$ cat src/rtl/dmem_access_ctrl_if.sv
// Requester-side bus of the data-memory access controller: one instance per port (C, D).
// master = requester, slave = controller.
interface dmem_access_ctrl_if #(
    parameter int AW = 32
) ();
    logic          req;
    logic          we;
    logic [1:0]    size;
    logic [AW-1:0] addr;
    logic [31:0]   wdata;
    logic          ack;
    logic          err;
    logic [31:0]   rdata;

    modport master (output req, we, size, addr, wdata, input  ack, err, rdata);
    modport slave  (input  req, we, size, addr, wdata, output ack, err, rdata);
endinterface

$ cat src/rtl/dmem_access_ctrl.sv
// Two-port sequencer/arbiter in front of a word-write-only data memory; sub-word stores become RMW.
// Optional DMEM_ACC_STATS_EN adds a saturating simultaneous-request counter (conflict_cnt_o).
module dmem_access_ctrl #(
    parameter int AW = 32
`ifdef DMEM_ACC_STATS_EN
    , parameter int STAT_W = 16
`endif
) (
    input  logic              clk,
    input  logic              rst,
    dmem_access_ctrl_if.slave c_bus,
    dmem_access_ctrl_if.slave d_bus,
    output logic              mem_we_o,
    output logic [AW-1:0]     mem_addr_o,
    output logic [31:0]       mem_wdata_o,
    input  logic [31:0]       mem_rdata_i
`ifdef DMEM_ACC_STATS_EN
    , output logic [STAT_W-1:0] conflict_cnt_o
`endif
);
    typedef enum logic [1:0] {IDLE, ACCESS, MERGE, DONE} state_e;

    localparam logic PORT_C = 1'b0;
    localparam logic PORT_D = 1'b1;

    state_e        state_q, state_d;
    logic          gnt_q, gnt_d;
    logic          last_gnt_q, last_gnt_d;
    logic          we_q, we_d;
    logic [1:0]    size_q, size_d;
    logic [AW-1:0] addr_q, addr_d;
    logic [31:0]   wdata_q, wdata_d;
    logic [31:0]   merge_q, merge_d;
    logic          err_q, err_d;
    logic [31:0]   c_rdata_q, c_rdata_d;
    logic [31:0]   d_rdata_q, d_rdata_d;

    logic          both_req;
    logic          sel;
    logic          sel_we;
    logic [1:0]    sel_size;
    logic [AW-1:0] sel_addr;
    logic [31:0]   sel_wdata;
    logic          sel_misaligned;

    function automatic logic [31:0] load_lane(logic [31:0] w, logic [1:0] sz, logic [1:0] off);
        logic [31:0] sh;
        sh = w >> {off, 3'b000};
        case (sz)
            2'b00:   return {24'b0, sh[7:0]};
            2'b01:   return {16'b0, sh[15:0]};
            default: return w;
        endcase
    endfunction

    function automatic logic [31:0] merge_lane(logic [31:0] w, logic [31:0] d, logic [1:0] sz,
                                               logic [1:0] off);
        logic [31:0] m;
        m = (sz == 2'b00) ? 32'h0000_00FF : 32'h0000_FFFF;
        return (w & ~(m << {off, 3'b000})) | ((d & m) << {off, 3'b000});
    endfunction

    // Round robin on conflict: last_gnt resets to D so C takes the first conflict.
    always_comb begin
        both_req  = c_bus.req & d_bus.req;
        sel       = both_req ? ~last_gnt_q : d_bus.req;
        sel_we    = sel ? d_bus.we    : c_bus.we;
        sel_size  = sel ? d_bus.size  : c_bus.size;
        sel_addr  = sel ? d_bus.addr  : c_bus.addr;
        sel_wdata = sel ? d_bus.wdata : c_bus.wdata;
        sel_misaligned = (sel_size == 2'b11) ||
                         (sel_size == 2'b01 && sel_addr[0]) ||
                         (sel_size == 2'b10 && sel_addr[1:0] != 2'b00);
    end

    always_comb begin
        state_d    = state_q;
        gnt_d      = gnt_q;
        last_gnt_d = last_gnt_q;
        we_d       = we_q;
        size_d     = size_q;
        addr_d     = addr_q;
        wdata_d    = wdata_q;
        merge_d    = merge_q;
        err_d      = err_q;
        c_rdata_d  = c_rdata_q;
        d_rdata_d  = d_rdata_q;
        case (state_q)
            IDLE: begin
                if (c_bus.req || d_bus.req) begin
                    gnt_d      = sel;
                    last_gnt_d = sel;
                    we_d       = sel_we;
                    size_d     = sel_size;
                    addr_d     = sel_addr;
                    wdata_d    = sel_wdata;
                    err_d      = sel_misaligned;
                    state_d    = ACCESS;
                end
            end
            ACCESS: begin
                // An errored access still spends its ACCESS cycle (memory idle) to keep latency uniform.
                state_d = DONE;
                if (!err_q) begin
                    if (!we_q) begin
                        if (gnt_q == PORT_D) d_rdata_d = load_lane(mem_rdata_i, size_q, addr_q[1:0]);
                        else                 c_rdata_d = load_lane(mem_rdata_i, size_q, addr_q[1:0]);
                    end else if (size_q != 2'b10) begin
                        merge_d = mem_rdata_i;
                        state_d = MERGE;
                    end
                end
            end
            MERGE:   state_d = DONE;
            DONE:    state_d = IDLE;
            default: state_d = IDLE;
        endcase
    end

    always_ff @(posedge clk or posedge rst) begin
        if (rst) begin
            state_q    <= IDLE;
            gnt_q      <= PORT_C;
            last_gnt_q <= PORT_D;
            we_q       <= 1'b0;
            size_q     <= 2'b00;
            addr_q     <= '0;
            wdata_q    <= '0;
            merge_q    <= '0;
            err_q      <= 1'b0;
            c_rdata_q  <= '0;
            d_rdata_q  <= '0;
        end else begin
            state_q    <= state_d;
            gnt_q      <= gnt_d;
            last_gnt_q <= last_gnt_d;
            we_q       <= we_d;
            size_q     <= size_d;
            addr_q     <= addr_d;
            wdata_q    <= wdata_d;
            merge_q    <= merge_d;
            err_q      <= err_d;
            c_rdata_q  <= c_rdata_d;
            d_rdata_q  <= d_rdata_d;
        end
    end

    // Memory strobes decode straight from state so an async reset drops mem_we immediately.
    assign mem_addr_o  = {addr_q[AW-1:2], 2'b00};
    assign mem_we_o    = (state_q == MERGE) ||
                         (state_q == ACCESS && we_q && !err_q && size_q == 2'b10);
    assign mem_wdata_o = (state_q == MERGE) ? merge_lane(merge_q, wdata_q, size_q, addr_q[1:0])
                                            : wdata_q;

    assign c_bus.ack   = (state_q == DONE) && (gnt_q == PORT_C);
    assign c_bus.err   = c_bus.ack && err_q;
    assign c_bus.rdata = c_rdata_q;
    assign d_bus.ack   = (state_q == DONE) && (gnt_q == PORT_D);
    assign d_bus.err   = d_bus.ack && err_q;
    assign d_bus.rdata = d_rdata_q;

`ifdef DMEM_ACC_STATS_EN
    logic [STAT_W-1:0] conflict_q, conflict_d;

    always_comb begin
        conflict_d = conflict_q;
        if (state_q == IDLE && both_req && conflict_q != '1) conflict_d = conflict_q + 1'b1;
    end

    always_ff @(posedge clk or posedge rst) begin
        if (rst) conflict_q <= '0;
        else     conflict_q <= conflict_d;
    end

    assign conflict_cnt_o = conflict_q;
`endif
endmodule

$ cat src/flat_wrapper.sv
// flat-port wrapper written by rule: the top's interface ports become plain ports
module dmem_access_ctrl_flat 
#(
    parameter int AW = 32

)
  (clk, rst, mem_we_o, mem_addr_o, mem_wdata_o, mem_rdata_i, c_bus_req, c_bus_we, c_bus_size, c_bus_addr, c_bus_wdata, c_bus_ack, c_bus_err, c_bus_rdata, d_bus_req, d_bus_we, d_bus_size, d_bus_addr, d_bus_wdata, d_bus_ack, d_bus_err, d_bus_rdata);
  dmem_access_ctrl_if #(.AW(AW)) c_bus_i ();
  dmem_access_ctrl_if #(.AW(AW)) d_bus_i ();
  input  logic clk;
  input  logic rst;
  output logic mem_we_o;
  output logic [AW-1:0] mem_addr_o;
  output logic [31:0] mem_wdata_o;
  input  logic [31:0] mem_rdata_i;
  input wire logic [$bits(c_bus_i.req)-1:0] c_bus_req;
  input wire logic [$bits(c_bus_i.we)-1:0] c_bus_we;
  input wire logic [$bits(c_bus_i.size)-1:0] c_bus_size;
  input wire logic [$bits(c_bus_i.addr)-1:0] c_bus_addr;
  input wire logic [$bits(c_bus_i.wdata)-1:0] c_bus_wdata;
  output wire logic [$bits(c_bus_i.ack)-1:0] c_bus_ack;
  output wire logic [$bits(c_bus_i.err)-1:0] c_bus_err;
  output wire logic [$bits(c_bus_i.rdata)-1:0] c_bus_rdata;
  input wire logic [$bits(d_bus_i.req)-1:0] d_bus_req;
  input wire logic [$bits(d_bus_i.we)-1:0] d_bus_we;
  input wire logic [$bits(d_bus_i.size)-1:0] d_bus_size;
  input wire logic [$bits(d_bus_i.addr)-1:0] d_bus_addr;
  input wire logic [$bits(d_bus_i.wdata)-1:0] d_bus_wdata;
  output wire logic [$bits(d_bus_i.ack)-1:0] d_bus_ack;
  output wire logic [$bits(d_bus_i.err)-1:0] d_bus_err;
  output wire logic [$bits(d_bus_i.rdata)-1:0] d_bus_rdata;
  assign c_bus_i.req = c_bus_req;
  assign c_bus_i.we = c_bus_we;
  assign c_bus_i.size = c_bus_size;
  assign c_bus_i.addr = c_bus_addr;
  assign c_bus_i.wdata = c_bus_wdata;
  assign c_bus_ack = c_bus_i.ack;
  assign c_bus_err = c_bus_i.err;
  assign c_bus_rdata = c_bus_i.rdata;
  assign d_bus_i.req = d_bus_req;
  assign d_bus_i.we = d_bus_we;
  assign d_bus_i.size = d_bus_size;
  assign d_bus_i.addr = d_bus_addr;
  assign d_bus_i.wdata = d_bus_wdata;
  assign d_bus_ack = d_bus_i.ack;
  assign d_bus_err = d_bus_i.err;
  assign d_bus_rdata = d_bus_i.rdata;
  dmem_access_ctrl #(.AW(AW)) u_core (.clk(clk), .rst(rst), .c_bus(c_bus_i), .d_bus(d_bus_i), .mem_we_o(mem_we_o), .mem_addr_o(mem_addr_o), .mem_wdata_o(mem_wdata_o), .mem_rdata_i(mem_rdata_i));
endmodule
$ cat config.mk
export PLATFORM = sky130hd
export DESIGN_NAME = dmem_access_ctrl_flat
export DESIGN_NICKNAME = d
export VERILOG_FILES = /design/src/rtl/dmem_access_ctrl_if.sv /design/src/rtl/dmem_access_ctrl.sv /design/src/flat_wrapper.sv
export SDC_FILE = /design/constraint.sdc
export NUM_CORES = 1
export LEC_CHECK = 0
export ABC_AREA = 1
export BUFFER_PORTS_ARGS = -buffer_cell sky130_fd_sc_hd__buf_4
export CORE_UTILIZATION = 45
export CTS_CLUSTER_DIAMETER = 100
export DETAILED_ROUTE_END_ITERATION = 12
export PLACE_DENSITY = 0.84
export SYNTH_ARGS = -nofsm -noshare
export SYNTH_HDL_FRONTEND = slang
export SYNTH_SLANG_ARGS = --single-unit
$ cat constraint.sdc
create_clock -name clk -period 4.82 [get_ports clk]
set_input_delay 0.482 -clock clk [delete_from_list [all_inputs] [get_ports clk]]
set_output_delay 0.482 -clock clk [all_outputs]
set_load 0.05 [all_outputs]
==> impl_metrics.tcl <==
set metrics [dict create \
    status "completed" \
    clk_latency_ns 0.43 \
    grt_pass1_vias 8159 \
    layout_commonest_cell "nand2_1" \
    reg2reg_depth 3 \
    postCtsSetupRepairBufs 0 \
    drc 0 \
    antenna_left 0 \
    overflow 0 \
    top_usage_layer "met2" \
    fin_util_pct 60.02 \
    worstHoldStart "d_bus_addr[27]" \
    hold_end "u_core.addr_q[27]$_DFFE_PP0P_" \
    cts_buffer_depth 2 \
    fin_crit_ns 3.386 \
    arrival_ns 2.90 \
    avgViaCountPerCell 5.291 \
    wl_per_cell_microns 17.64 \
    cts-root-buf "clkbuf_16" \
    ys_ff_latch 168 \
    cts_buffers 17 \
    cp.depth 7 \
    dpl.hpwl_mm 20.91 \
    cp_max_fo 27 \
    critical-path-top-delay-family "flip-flops" \
    syn_area_sq_um 8591 \
    ctsResizeCount 0 \
    rows 50 \
    cts_tree "done" \
    slew_headroom_pct 21.70 \
    met2_usage_pct 48.82 \
    drt_wl_total_mm 28.29 \
    final_layout_size_suffix_gt1_share_pct 26.79 \
    grt_pass1_wl_mm 44.33 \
    power_density_nw_per_um2 876.0 \
    cp.required_ns 4.34 \
    p_leak_nw 5.754 \
    hold_class "primary input to flip-flop" \
    place_inst 1573 \
    drt_iter0_drc 635 \
    end_kind "output port" \
    die_w_microns 140.2 \
    num_antenna_cells 0 \
    synth_xor_area_share_pct 0 \
    crit_chain "inv_2 > nor2_4 > inv_2 > nor2_1 > nor2_1 > a21oi_1 > buf_4" \
    cts.sinks 168 \
    slowest_delay_ns 0.95 \
    mostFrequentLayoutCells "nand2_1, buf_4, o21ai_0" \
    coreArea_sq_um 18710 \
    drv_slew 0 \
    die_h_microns 140.2 \
    synth_compound_area_share_pct 16.15 \
    syn_inst 1130 \
    clock_skew_ns 0.01277 \
    synth-seq-area-share_pct 48.95 \
    globalRouteTotalUtil_pct 29.37 \
    first_pass_iters 6 \
    place.gp.congestion 0.8925 \
    synth_top_family_by_area "simple AND/OR/NAND/NOR gates" \
    dr_total_vias 8487 \
    hold_buffers 0 \
    max_freq_mhz 295.3 \
    fin_nets 1532 \
    grt_max_degree 116 \
    slowest_stage "dfrtp_1" \
    synth_warnings 0 \
    grt_antenna_before_repair 0 \
    worstHoldPathCells 3 \
    synth.area.mux_share_pct 0 \
    start_util_pct 45.93 \
    synth_simple_gate_area_share_pct 25.37 \
    fin_crit_sh_pct 70.25 \
    grt_use_met3_pct 5.470 \
    setup_viol 0 \
    timing.rr.end "u_core.merge_q[5]$_DFFE_PP0P_" \
    ir_drop_v 0.0004091 \
    clk_transition_reported_paths_ns 0.07 \
    dieArea_sq_um 19650 \
    start_kind "flip-flop" \
    synth_cell_types 26 \
    critical_path_buf_inv_count 3 \
    final.setup.tns_ns 0 \
    io_pins 303 \
    reg2reg_slack_ns 2.20 \
    syn_to_final_growth_pct 30.69 \
    portBuffers 300 \
    p_total_mw 9.835 \
    avgSynthCellArea_sq_um 7.602 \
    hold_violations 0 \
    final_cells 1604 \
    htreeDepth 4 \
    rsz0062_at_grt "false" \
    synth_fa_ha_area_share_pct 0.5826 \
    criticalPathCategory "flip-flop to output port" \
    globalRouteMet1Util_pct 36.86 \
    worst_slew_pin_slew_ns 1.172 \
    timing.rr.start "u_core.size_q[1]$_DFFE_PP0P_" \
    drv_cap 0 \
]
-- flip-flops by register name, summed over array words and instances, names as in the netlist --
name                flops
u_core.err_q            1
u_core.we_q             1
u_core.size_q           2
u_core.last_gnt_q       1
u_core.merge_q         32
u_core.c_bus.rdata     32
u_core.d_bus.rdata     32
u_core.wdata_q         32
u_core.addr_q          32
u_core.gnt_q            1
u_core.state_q          2
-- synthesized netlist by cell type --
master | number | area (sq um)
ha_1 | 4 | 50.05
dfrtp_1 | 167 | 4179
nor2_1 | 114 | 427.9
inv_1 | 41 | 153.9
nand2_1 | 343 | 1287
buf_6 | 5 | 56.30
o21ai_0 | 194 | 970.9
clkinv_1 | 2 | 7.510
nand2_2 | 4 | 25.02
nor3_1 | 1 | 5.000
a21oi_2 | 2 | 17.52
a21oi_1 | 49 | 245.2
o31ai_1 | 1 | 7.510
conb_1 | 1 | 3.750
o21ai_1 | 4 | 20.02
dfstp_2 | 1 | 26.28
inv_2 | 10 | 37.54
buf_4 | 37 | 277.8
nor2_4 | 3 | 33.78
buf_2 | 20 | 100.1
nor3_4 | 2 | 32.53
o22ai_1 | 9 | 56.30
clkbuf_1 | 35 | 131.4
o21ai_2 | 8 | 70.07
nand3_1 | 72 | 360.4
nand3b_1 | 1 | 7.510
-- metal layers --
metal,wire [microns],vias up
li1,-,4091
met1,11520,3930
met2,13580,401
met3,1982,65
met4,1208,0
met5,0,-
-- layout make-up --
| type | instances | area (sq um) |
|---|---|---|
| Inverter | 53 | 202.7 |
| Multi-Input combinational cell | 813 | 3632 |
| Timing Repair Buffer | 305 | 2302 |
| Fill cell | 1716 | 7478 |
| Tap cell | 234 | 292.8 |
| Clock inverter | 14 | 166.4 |
| Clock buffer | 17 | 425.4 |
| Sequential cell | 168 | 4205 |
-- logic make-up (layout without fill, tap and decap cells) --
family,count (synthesis),after routing
simple gates,540,540
fa+ha+maj,4,4
other cells,1,2
compound gates,267,267
buf+inv,150,389
flops,168,168
-- through the flow --
step	hold slack (ns)	setup slack (ns)	area, sq um
2_1_floorplan	0.4422	2.198	8598
3_3_place_gp	0.4535	1.912	10640
3_5_place_dp	0.4624	1.905	10640
4_1_cts	0.3101	1.439	11230
5_1_grt	0.3210	1.265	11230
6_report	0.3186	1.434	11230
-- worst min-delay path: stages --
cell     delay (ns)
buf_4          0.07
nor2_1         0.03
o21ai_0        0.13
-- report_power, final --
group          total [mW]  internal [mW]  switching (mW)
logic                5.75           1.59            4.16
clock network        1.39          0.777           0.617
registers            2.69           2.11           0.578
total                9.83           4.48            5.36
-- how the worst max path moves through the flow --
stage	end	slack [ns]	start
after floorplan	u_core.addr_q[0]$_DFFE_PP0P_	2.20	rst
after global placement	mem_wdata_o[19]	1.91	u_core.addr_q[1]$_DFFE_PP0P_
after detailed placement	mem_wdata_o[16]	1.90	u_core.addr_q[1]$_DFFE_PP0P_
after CTS	mem_wdata_o[16]	1.44	u_core.addr_q[1]$_DFFE_PP0P_
after global routing	mem_wdata_o[19]	1.27	u_core.addr_q[1]$_DFFE_PP0P_
final	mem_wdata_o[16]	1.43	u_core.addr_q[0]$_DFFE_PP0P_
No activity file was read; power rests on OpenSTA's default activity.
